**config.mk**
```make
export PLATFORM = sky130hd
export DESIGN_NAME = uart_dmi_sequencer
export DESIGN_NICKNAME = d
export VERILOG_FILES = /design/src/rtl/uart_dmi_sequencer_pkg.sv /design/src/rtl/uart_byte_serializer.sv /design/src/rtl/uart_dmi_sequencer.sv
export SDC_FILE = /design/constraint.sdc
export NUM_CORES = 1
export LEC_CHECK = 0
export ABC_AREA = 1
export CAP_MARGIN = 20
export CORE_AREA = 8 8 139 206
export CTS_CLUSTER_DIAMETER = 30
export DETAILED_ROUTE_END_ITERATION = 10
export DIE_AREA = 0 0 147 214
export GPL_TIMING_DRIVEN = 0
export MAX_ROUTING_LAYER = met4
export PLACE_DENSITY_LB_ADDON = 0.3
export SLEW_MARGIN = 20
export SYNTH_ARGS = -nofsm -noshare
export SYNTH_HDL_FRONTEND = slang
export SYNTH_HIERARCHICAL = 1
export SYNTH_SLANG_ARGS = --single-unit
```
**constraint.sdc**
```tcl
create_clock -name CLK_I -period 5.8 [get_ports CLK_I]
set_input_delay 0.87 -clock CLK_I [delete_from_list [all_inputs] [get_ports CLK_I]]
set_output_delay 0.87 -clock CLK_I [all_outputs]
set_load 0.02 [all_outputs]
```
**src/rtl/uart_dmi_sequencer_pkg.sv**
```systemverilog
// Shared types for the UART-to-DMI command sequencer: DMI payload layouts,
// UART command encodings and sequencer states.
package uart_dmi_sequencer_pkg;

    localparam int unsigned DMI_W     = 41;
    localparam int unsigned DMI_BYTES = 6;

    typedef struct packed {
        logic [6:0]  addr;
        logic [31:0] data;
        logic [1:0]  op;
    } dmi_req_t;

    typedef struct packed {
        logic [6:0]  addr;
        logic [31:0] data;
        logic [1:0]  err;
    } dmi_resp_t;

    typedef enum logic [7:0] {
        CMD_WRITE = 8'h01,
        CMD_READ  = 8'h02,
        CMD_RESET = 8'h03
    } uart_cmd_e;

    typedef enum logic [2:0] {
        ST_IDLE,
        ST_RX_PAYLOAD,
        ST_TAP_WRITE,
        ST_TAP_READ,
        ST_TAP_ACK,
        ST_TX_RESP,
        ST_RESET
    } seq_state_e;

endpackage

```
**src/rtl/uart_byte_serializer.sv**
```systemverilog
// Shifts a 41-bit DMI response out as six ready/valid bytes, LSB first;
// the last byte carries only bit 40.
module uart_byte_serializer
    import uart_dmi_sequencer_pkg::*;
(
    input  logic             CLK_I,
    input  logic             RST_NI,
    input  logic             load_i,
    input  logic [DMI_W-1:0] data_i,
    input  logic             ready_i,
    output logic [7:0]       data_o,
    output logic             valid_o,
    output logic             done_o
);

    localparam int unsigned SHIFT_W = DMI_BYTES * 8;

    logic [SHIFT_W-1:0] shift_q, shift_d;
    logic [2:0]         cnt_q, cnt_d;
    logic               valid_q, valid_d;

    always_comb begin
        shift_d = shift_q;
        cnt_d   = cnt_q;
        valid_d = valid_q;
        done_o  = 1'b0;
        if (load_i) begin
            shift_d = SHIFT_W'(data_i);
            cnt_d   = '0;
            valid_d = 1'b1;
        end else if (valid_q && ready_i) begin
            if (cnt_q == 3'(DMI_BYTES - 1)) begin
                done_o  = 1'b1;
                valid_d = 1'b0;
            end else begin
                shift_d = shift_q >> 8;
                cnt_d   = cnt_q + 3'd1;
            end
        end
    end

    always_ff @(posedge CLK_I or negedge RST_NI) begin
        if (!RST_NI) begin
            shift_q <= '0;
            cnt_q   <= '0;
            valid_q <= 1'b0;
        end else begin
            shift_q <= shift_d;
            cnt_q   <= cnt_d;
            valid_q <= valid_d;
        end
    end

    assign data_o  = shift_q[7:0];
    assign valid_o = valid_q;

endmodule

```
**src/rtl/uart_dmi_sequencer.sv**
```systemverilog
// Parses UART command bytes into DMI write/read/hard-reset handshakes and
// returns read responses over the UART transmitter.
module uart_dmi_sequencer
    import uart_dmi_sequencer_pkg::*;
#(
    parameter int unsigned TIMEOUT_CYCLES = 100000
) (
    input  logic             CLK_I,
    input  logic             RST_NI,
    input  logic [7:0]       RX_DATA_I,
    input  logic             RX_VALID_I,
    output logic             RX_READY_O,
    output logic [7:0]       TX_DATA_O,
    output logic             TX_VALID_O,
    input  logic             TX_READY_I,
    output logic             TAP_WRITE_O,
    output logic             TAP_READ_O,
    output logic [DMI_W-1:0] DMI_O,
    input  logic [DMI_W-1:0] DMI_I,
    input  logic             DONE_I,
    output logic             DMI_HARD_RESET_O
);

    localparam int unsigned TMO_W = $clog2(TIMEOUT_CYCLES + 1);

    seq_state_e       state_q, state_d;
    logic [39:0]      payload_q, payload_d;
    dmi_req_t         dmi_q, dmi_d;
    dmi_resp_t        resp_q, resp_d;
    logic [2:0]       bcnt_q, bcnt_d;
    logic [TMO_W-1:0] tmo_q, tmo_d;
    logic             txf_q, txf_d;
    logic             tx_start_q, tx_start_d;
    logic             rdy_q, rdy_d;
    logic             rx_fire;
    logic             ser_done;

    assign rx_fire = RX_VALID_I && rdy_q;

    always_comb begin
        state_d    = state_q;
        payload_d  = payload_q;
        dmi_d      = dmi_q;
        resp_d     = resp_q;
        bcnt_d     = bcnt_q;
        tmo_d      = tmo_q;
        txf_d      = txf_q;
        tx_start_d = 1'b0;
        unique case (state_q)
            ST_IDLE: begin
                if (rx_fire) begin
                    case (RX_DATA_I)
                        CMD_WRITE: begin
                            state_d = ST_RX_PAYLOAD;
                            bcnt_d  = '0;
                            tmo_d   = '0;
                        end
                        CMD_READ:  state_d = ST_TAP_READ;
                        CMD_RESET: begin
                            state_d = ST_RESET;
                            dmi_d   = '0;
                        end
                        default: ;
                    endcase
                end
            end
            ST_RX_PAYLOAD: begin
                if (rx_fire) begin
                    tmo_d = '0;
                    // Sixth byte only contributes bit 40; DMI_O changes just here.
                    if (bcnt_q == 3'(DMI_BYTES - 1)) begin
                        dmi_d   = dmi_req_t'({RX_DATA_I[0], payload_q});
                        state_d = ST_TAP_WRITE;
                    end else begin
                        payload_d = {RX_DATA_I, payload_q[39:8]};
                        bcnt_d    = bcnt_q + 3'd1;
                    end
                end else if (tmo_q >= TMO_W'(TIMEOUT_CYCLES)) begin
                    state_d = ST_IDLE;
                end else if (tmo_q != '1) begin
                    tmo_d = tmo_q + TMO_W'(1);
                end
            end
            ST_TAP_WRITE: begin
                if (DONE_I) state_d = ST_TAP_ACK;
            end
            ST_TAP_READ: begin
                if (DONE_I) begin
                    resp_d  = dmi_resp_t'(DMI_I);
                    txf_d   = 1'b1;
                    state_d = ST_TAP_ACK;
                end
            end
            ST_TAP_ACK: begin
                if (!DONE_I) begin
                    txf_d = 1'b0;
                    if (txf_q) begin
                        state_d    = ST_TX_RESP;
                        tx_start_d = 1'b1;
                    end else begin
                        state_d = ST_IDLE;
                    end
                end
            end
            ST_TX_RESP: begin
                if (ser_done) state_d = ST_IDLE;
            end
            ST_RESET: state_d = ST_IDLE;
            default:  state_d = ST_IDLE;
        endcase
    end

    // Ready is registered from the next state so it stays low while in reset.
    assign rdy_d = (state_d == ST_IDLE) || (state_d == ST_RX_PAYLOAD);

    always_ff @(posedge CLK_I or negedge RST_NI) begin
        if (!RST_NI) begin
            state_q    <= ST_IDLE;
            payload_q  <= '0;
            dmi_q      <= '0;
            resp_q     <= '0;
            bcnt_q     <= '0;
            tmo_q      <= '0;
            txf_q      <= 1'b0;
            tx_start_q <= 1'b0;
            rdy_q      <= 1'b0;
        end else begin
            state_q    <= state_d;
            payload_q  <= payload_d;
            dmi_q      <= dmi_d;
            resp_q     <= resp_d;
            bcnt_q     <= bcnt_d;
            tmo_q      <= tmo_d;
            txf_q      <= txf_d;
            tx_start_q <= tx_start_d;
            rdy_q      <= rdy_d;
        end
    end

    uart_byte_serializer u_ser (
        .CLK_I   (CLK_I),
        .RST_NI  (RST_NI),
        .load_i  (tx_start_q),
        .data_i  (resp_q),
        .ready_i (TX_READY_I),
        .data_o  (TX_DATA_O),
        .valid_o (TX_VALID_O),
        .done_o  (ser_done)
    );

    assign RX_READY_O       = rdy_q;
    assign TAP_WRITE_O      = (state_q == ST_TAP_WRITE);
    assign TAP_READ_O       = (state_q == ST_TAP_READ);
    assign DMI_HARD_RESET_O = (state_q == ST_RESET);
    assign DMI_O            = dmi_q;

    tap_req_exclusive: assert property (@(posedge CLK_I) disable iff (!RST_NI)
        !(TAP_READ_O && TAP_WRITE_O));

endmodule

```
==> out/metrics.csv, run 1 <==
metric,value,unit
outcome,finished clean,
regToRegStartpoint,tmo_q[0],
end_kind,output port,
min_period,2.75,ns
cts-resized-gates,0,
insertion_delay,0.44,ns
final_cell_mix,"nand2_1 (397), dfrtp_1 (193), clkdlybuf4s50_1 (106), nand3_1 (62), o21ai_0 (61)",
dp_hpwl,16.3,mm
reg2regPathDepth,13,
cts_made_buffers,17,
syn_area_per_cell,8.79,µm²
min-delay-path-class,input pin to asynchronous set/reset pin,
final_nets,1192,
cp.required,4.93,ns
layout_commonest_cell,nand2_1,
place_area,10400,µm²
dieArea,31500,µm²
antenna_left,0,
start_util,34.5,%
wl,22.3,mm
syn_nets,1064,
synth_cell_types,38,
fin_hold_ws,0.302,ns
r2r_end,tmo_q[10],
crit_arrival,1.88,ns
setup_viol,0,
cts_max_level,4,
synthCells,1003,
peakVddDrop,292,µV
cts_tree,done,
rsz0062_at_grt,no,
vias,6910,
yosys_warnings,6,
r2r_setup_slack,3.33,ns
timing.fmax,364,MHz
port-buffer-count,107,
hold_viol,0,
clock-sinks,193,
final_layout_size_suffix_gt1_share,12.7,%
placement_rows,72,
cts_root_buffer,clkbuf_16,
drc,0,
wl_per_cell,15.1,µm
vias_per_cell,4.68,
final_cell_count_no_fill,1477,
period_share,47.4,%
dp_cells,1445,
cts_hold_buf,0,
start_kind,flip-flop,
dieWidth,147,µm
num_io_pins,108,
drtPass1Iterations,5,
clockBufferDepth,2,
setup_slack,3.05,ns
routabilityCongestion,0.906,
ys_ff_latch,193,
crit_path_max_fanout,4,
antennaDiodeCount,0,
slew_violations,0,
final_cell_area,11000,µm²
clk_pin_slew,0.07,ns
post-place-ws,2.97,ns
grt_max_degree,85,
p_per_area,489,nW/µm²
grt_antenna_before_repair,0,
track_usage,15.0,%
grt_remaining_overflow,0,
drtIter0Drc,398,
mappedNetlistArea,8820,µm²
ys_seq_area_share,54.8,%
fin_worst_skew,0.0126,ns
die_h,214,µm
maxCapViolCount,0,
postCtsSetupRepairBufs,0,
grt_pass1_wl,36.9,mm
worstMarginPinSlew,0.504,ns
grt_pass1_vias,7178,
p_total,0.00536,W
area_growth,24.4,%
leakage,5.45,nW
fp.coreArea,25600,µm²
maxSlewHeadroom,66.4,%
critPathKind,flip-flop to output port,
[worst max-delay path by stage]
stage               slack, ns  cells past startpoint        from         end
floorplan                3.81                     13    tmo_q[0]   tmo_q[10]
global placement        -4.45                      1      RST_NI   DMI_O[22]
detailed placement       2.97                      9  RX_VALID_I   tmo_q[11]
CTS                      3.03                      4  state_q[2]  TAP_READ_O
global route             2.91                      4  state_q[2]  TAP_READ_O
finish                   3.05                      4  state_q[2]  TAP_READ_O
[metal layers]
metal / up-vias / wire, µm / GRT usage (%)
li1: 3458 / - / -
met1: 3293 / 9310 / 16.4
met2: 137 / 11700 / 26.3
met3: 22 / 848 / 3.32
met4: 0 / 413 / 5.22
met5: - / 0 / -
[layout make-up]
class                   instances  area [µm²]
plain buffers                  55         337
clock buffers                  18         439
clock inverters                14         163
fillers                      2591       14600
inverters                      55         209
multi-input cells             700        3450
flip-flops and latches        193        4830
well taps                     333         417
repair buffers                109        1130
[worst max-delay path: stages, from the launching register on]
cell	delay, ns
dfrtp_1	0.42
inv_1	0.14
nand2_1	0.11
nor2_2	0.15
clkdlybuf4s50_1	0.64
[metrics by stage]
stage / setup TNS (ns) / utilization, %
5_1_grt: 0 / 42.9
6_report: 0 / 42.9
3_5_place_dp: 0 / 40.5
2_1_floorplan: 0 / -
3_3_place_gp: -853.92 / 40.3
4_1_cts: 0 / 42.9
[state kept, by name (all words and copies together), names as in the netlist]
name	count
RX_READY_O	1
tmo_q	17
u_ser/cnt_q	3
tx_start_q	1
u_ser/valid_o	1
DMI_O	41
state_q	3
resp_q	41
payload_q	40
bcnt_q	3
u_ser/shift_q	41
txf_q	1
[cells in the mapped netlist, drive strengths merged]
cell type,instances,area share (%)
o21ai,75,4.3
nor3,4,0.28
or2,1,0.071
a21oi,17,1.0
nor3b,1,0.085
nand2,403,17
inv,54,2.3
nand3,64,3.8
mux2,51,6.9
nor4,1,0.071
nand3b,2,0.17
ha,7,0.99
buf,45,3.4
nand4,11,0.78
o21bai,4,0.34
clkbuf,10,0.43
xor2,2,0.20
dfrtp,193,55
o22ai,2,0.14
clkinv,1,0.043
nor2,54,2.4
xnor2,1,0.099
[cells by family after synthesis]
group	count (synthesis)	share of synthesized area (%)
mux	51	6.89
simple gates	541	25.1
xor+xnor	3	0.298
buf+inv	110	6.18
fa+ha+maj	7	0.993
compound gates	98	5.74
flops	193	54.8
[power breakdown]
| group | switching, W | internal, W |
|---|---|---|
| clock network | 0.000567 | 0.000629 |
| logic | 0.00119 | 0.000852 |
| registers | 0.000308 | 0.00181 |
| total | 0.00207 | 0.00329 |
No activity file was read; power rests on OpenSTA's default activity.
==> run 2, diff against run 1 <==
==> constraint.sdc (replaced) <==
create_clock -name CLK_I -period 2.8 [get_ports CLK_I]
set_input_delay 0.42 -clock CLK_I [delete_from_list [all_inputs] [get_ports CLK_I]]
set_output_delay 0.42 -clock CLK_I [all_outputs]
set_load 0.02 [all_outputs]
==> run 2 against run 1 <==
Effect of this change: largest cell class unchanged; count of clock-buffer cells in the layout is the same; non-clock buffer count grew 1; core utilization is essentially flat; highest routed layer unchanged.
==> out/metrics.csv, run 2 (synthesized netlist as in run 1, its figures left out) <==
metric,value,unit
drc,0,
slowest_stage,dfrtp_1,
p_total,0.0111,W
clk_pin_slew,0.07,ns
final_nets,1193,
dp_hpwl,16.3,mm
slew_violations,0,
maxCapViolCount,0,
insertion_delay,0.44,ns
dieArea,31500,µm²
critPathKind,flip-flop to flip-flop,
antenna_left,0,
vias_per_cell,4.69,
setup_viol,0,
fin_hold_ws,0.447,ns
start_kind,flip-flop,
clockBufferDepth,2,
crit_path_max_fanout,10,
dieWidth,147,µm
final_layout_size_suffix_gt1_share,12.7,%
grt_max_degree,85,
leakage,5.45,nW
antennaDiodeCount,0,
fin_worst_skew,0.0139,ns
fp.coreArea,25600,µm²
tns,0,ns
routabilityCongestion,0.906,
p_per_area,1010,nW/µm²
clock-sinks,193,
period_share,87.9,%
track_usage,15.0,%
path_cells,ha_1 -> nand3_1 -> nor2_1 -> nand3_1 -> nor4_1 -> ha_1 -> inv_1 -> nand3_1 -> nand2_1 -> nand2_2 -> buf_6 -> buf_6 -> o21ai_1,
cts-resized-gates,0,
finalCoreUtilization,42.9,%
worstMarginPinSlew,0.496,ns
outcome,finished clean,
drtIter0Drc,377,
final_cell_mix,"nand2_1 (397), dfrtp_1 (193), clkdlybuf4s50_1 (106), nand3_1 (62), o21ai_0 (61)",
cts_tree,done,
r2r_setup_slack,0.34,ns
area_growth,24.5,%
cp.required,3.12,ns
cts_made_buffers,17,
min_period,2.46,ns
die_h,214,µm
timing.fmax,406,MHz
end_kind,flip-flop,
placement_rows,72,
cts_root_buffer,clkbuf_16,
crit_arrival,2.78,ns
cts_max_level,4,
port-buffer-count,107,
grt_remaining_overflow,0,
start_util,34.5,%
grt_antenna_before_repair,0,
drtPass1Iterations,4,
hold_viol,0,
maxSlewHeadroom,67.0,%
grt_pass1_vias,7184,
critPathMaxStageDelay,0.41,ns
peakVddDrop,607,µV
wl,22.3,mm
cp_common_cell,nand3_1,
grt_pass1_wl,36.9,mm
layout_commonest_cell,nand2_1,
wl_per_cell,15.1,µm
vias,6927,
min-delay-path-class,input pin to asynchronous set/reset pin,
num_io_pins,108,
rsz0062_at_grt,no,
[run 2: cell type report]
type / count / area [µm²]
Buffer: 55 / 337
Multi-Input combinational cell: 700 / 3450
Clock buffer: 18 / 439
Timing Repair Buffer: 110 / 1140
Inverter: 55 / 209
Tap cell: 333 / 417
Fill cell: 2588 / 14600
Clock inverter: 14 / 163
Sequential cell: 193 / 4830
[run 2: final timing paths]
kind | startpoint | depth (start not counted) | end
worst min register to register | u_ser/shift_q[10] | 2 | u_ser/shift_q[10]
max in group asynchronous | RST_NI | 3 | payload_q[28]
worst max-delay path | tmo_q[0] | 13 | tmo_q[10]
worst min-delay path | RST_NI | 2 | resp_q[6]
min in group CLK_I | u_ser/shift_q[10] | 2 | u_ser/shift_q[10]
worst max register to register | tmo_q[0] | 13 | tmo_q[10]
[run 2: per-stage QoR]
step	instance area [µm²]	worst slack (ns)	instances
2_1_floorplan	8820	0.811	1003
6_report	11000	0.339	1478
4_1_cts	11000	0.338	1478
5_1_grt	11000	0.0280	1478
3_3_place_gp	10300	-7.00	1443
3_5_place_dp	10400	0.348	1445
[run 2: worst max-delay path: cells and delay by family (launching register included)]
kind | cells | cell delay (ns)
AOI/OAI and AO/OA | 1 | 0.07
adders and majority gates | 2 | 0.44
buffers and inverters | 3 | 0.34
DFF | 1 | 0.41
and+or+nand+nor | 7 | 1.08
[run 2: layer usage]
metal | vias up | wire length (µm) | global-route usage (%)
met1 | 3312 | 9300 | 16.4
met4 | 0 | 430 | 5.22
met3 | 24 | 910 | 3.32
met2 | 129 | 11600 | 26.3
met5 | - | 0 | -
li1 | 3462 | - | -
[run 2: timing repair]
action | CTS | global route
setup buffers | 0 | 0
endpoints found under the hold margin | 33 | 0
hold buffers | 1 | 0
[run 2: power breakdown]
part | switching (W) | internal [W]
Sequential | 0.000639 | 0.00375
Clock | 0.00118 | 0.00130
Combinational | 0.00247 | 0.00176
Total | 0.00429 | 0.00682
==> run 3, diff against run 2 <==
--- a/config.mk
+++ b/config.mk
@@ -13,7 +13,7 @@
 export DIE_AREA = 0 0 147 214
 export GPL_TIMING_DRIVEN = 0
 export MAX_ROUTING_LAYER = met4
-export PLACE_DENSITY_LB_ADDON = 0.3
+export PLACE_DENSITY = 0.64
 export SLEW_MARGIN = 20
 export SYNTH_ARGS = -nofsm -noshare
 export SYNTH_HDL_FRONTEND = slang
==> constraint.sdc (replaced) <==
create_clock -name CLK_I -period 2.8 [get_ports CLK_I]
set_input_delay 0.42 -clock CLK_I [delete_from_list [all_inputs] [get_ports CLK_I]]
set_output_delay 0.42 -clock CLK_I [all_outputs]
set_load 0.1 [all_outputs]
==> run 3 against run 2 <==
Effect of this change: maximum frequency down 4.3%; largest cell class unchanged; sequential power about the same; hold slack better by 0.0097 ns.
==> out/metrics.csv, run 3 (synthesized netlist as in run 1, its figures left out) <==
metric,value,unit
antenna_left,0,
post-place-ws,0.413,ns
clock-sinks,193,
setup_slack,0.227,ns
wl,22.0,mm
postCtsSetupRepairBufs,0,
placement_rows,72,
final_nets,1193,
timing.fmax,389,MHz
num_io_pins,108,
crit_path_max_fanout,4,
final_cell_count_no_fill,1478,
end_kind,output port,
maxSlewHeadroom,30.2,%
final_cell_area,11000,µm²
rsz0062_at_grt,no,
path_cells,inv_1 -> nand2_1 -> nor2_2 -> dlygate4sd2_1,
vias_per_cell,4.71,
fp.coreArea,25600,µm²
worstMarginPinSlew,1.04,ns
cts_tree,done,
drtIter0Drc,458,
cts_max_level,4,
final_cell_mix,"nand2_1 (397), dfrtp_1 (193), clkdlybuf4s50_1 (103), nand3_1 (62), o21ai_0 (61)",
die_h,214,µm
pwr-share-comb,46.4,%
cp.required,2.38,ns
grt_antenna_before_repair,0,
layout_commonest_cell,nand2_1,
clockPowerShare,19.1,%
leakage,5.48,nW
port-buffer-count,107,
power.share.sequential,34.5,%
track_usage,14.7,%
grt_pass1_wl,36.4,mm
r2r_end,tmo_q[11],
wl_per_cell,14.9,µm
clockBufferDepth,2,
antennaDiodeCount,0,
insertion_delay,0.44,ns
r2r_setup_slack,0.43,ns
hold_viol,0,
grt_remaining_overflow,0,
power.switching,0.00593,W
cts_root_buffer,clkbuf_16,
start_kind,flip-flop,
internal_power,0.00678,W
cts_made_buffers,17,
dp_cells,1445,
routabilityCongestion,0.901,
crit_arrival,2.15,ns
drc,0,
p_total,0.0127,W
setup_viol,0,
fin_worst_skew,0.0134,ns
drtPass1Iterations,5,
dieWidth,147,µm
clk_pin_slew,0.07,ns
cp.buffers_inverters,2,
reg2regPathDepth,13,
p_per_area,1160,nW/µm²
grt_max_degree,80,
outcome,finished clean,
peakVddDrop,712,µV
dp_hpwl,16.2,mm
vias,6959,
final_layout_size_suffix_gt1_share,12.8,%
place_area,10400,µm²
maxCapViolCount,0,
crit_family,buffers and inverters,
critPathKind,flip-flop to output port,
period_share,91.9,%
slowest_stage,dlygate4sd2_1,
min_period,2.57,ns
slew_violations,0,
grt_pass1_vias,7088,
netSwitchingFraction,46.7,%
dieArea,31500,µm²
regToRegStartpoint,tmo_q[0],
min-delay-path-class,input pin to asynchronous set/reset pin,
area_growth,24.5,%
fin_hold_ws,0.456,ns
critPathMaxStageDelay,0.88,ns
start_util,34.5,%
run 3: cell count changes in the layout (fill, tap and decap cells not counted):
cell             before  now
clkbuf_8              1    0
clkdlybuf4s50_1     106  103
clkinv_2              0    1
clkinv_4              3    4
clkinv_8              1    2
dlygate4sd2_1         0    2
dlymetal6s2s_1        0    1
inv_8                 5    3
nor3_1                3    2
nor3_2                1    2
run 3: final cells by class:
cell class	count	area [µm²]
inverters	55	209
plain buffers	55	337
clock buffers	17	425
well taps	333	417
repair buffers	110	1140
clock inverters	15	170
fillers	2554	14600
flip-flops and latches	193	4830
multi-input cells	700	3450
run 3: worst max-delay path by stage:
stage	startpoint	endpoint	slack, ns	depth (start not counted)
final	state_q[2]	TAP_READ_O	0.23	4
after global routing	state_q[2]	TAP_READ_O	0.11	4
after CTS	state_q[2]	DMI_HARD_RESET_O	0.09	3
after detailed placement	tmo_q[0]	tmo_q[8]	0.41	13
after global placement	RST_NI	DMI_O[30]	-6.89	1
after floorplan	state_q[2]	resp_q[8]	0.43	6
run 3: power by group through the flow:
| stage | registers [W] | logic (W) | clock network (W) |
|---|---|---|---|
| after CTS | 0.00438 | 0.00599 | 0.00249 |
| after floorplan | 0.00593 | 0.00279 | 0 |
| after detailed placement | 0.00443 | 0.00597 | 0 |
| after global placement | 0.00441 | 0.00588 | 0 |
| final | 0.00438 | 0.00590 | 0.00242 |
| after global routing | 0.00450 | 0.00644 | 0.00261 |
run 3: metal layers:
metal | vias to the layer above | track usage (%) | wire, µm
met5 | - | - | 0
met4 | 0 | 5.02 | 384
met3 | 27 | 2.98 | 810
met2 | 134 | 25.6 | 11500
met1 | 3342 | 16.4 | 9270
li1 | 3456 | - | -
run 3: metrics by stage:
stage	util [%]	TNS (ns)
6_report	42.9	0
5_1_grt	42.9	0
4_1_cts	42.9	0
3_5_place_dp	40.5	0
3_3_place_gp	40.3	-1325.37
2_1_floorplan	-	0
run 3: what timing repair did:
| item | CTS | global route |
|---|---|---|
| hold buffers | 1 | 0 |
| endpoints found under the setup margin | 2 | 1 |
| hold endpoints to repair | 37 | 0 |
| gates resized for setup | 2 | 1 |
| pin swaps | 0 | 0 |
| cloned | 0 | 0 |
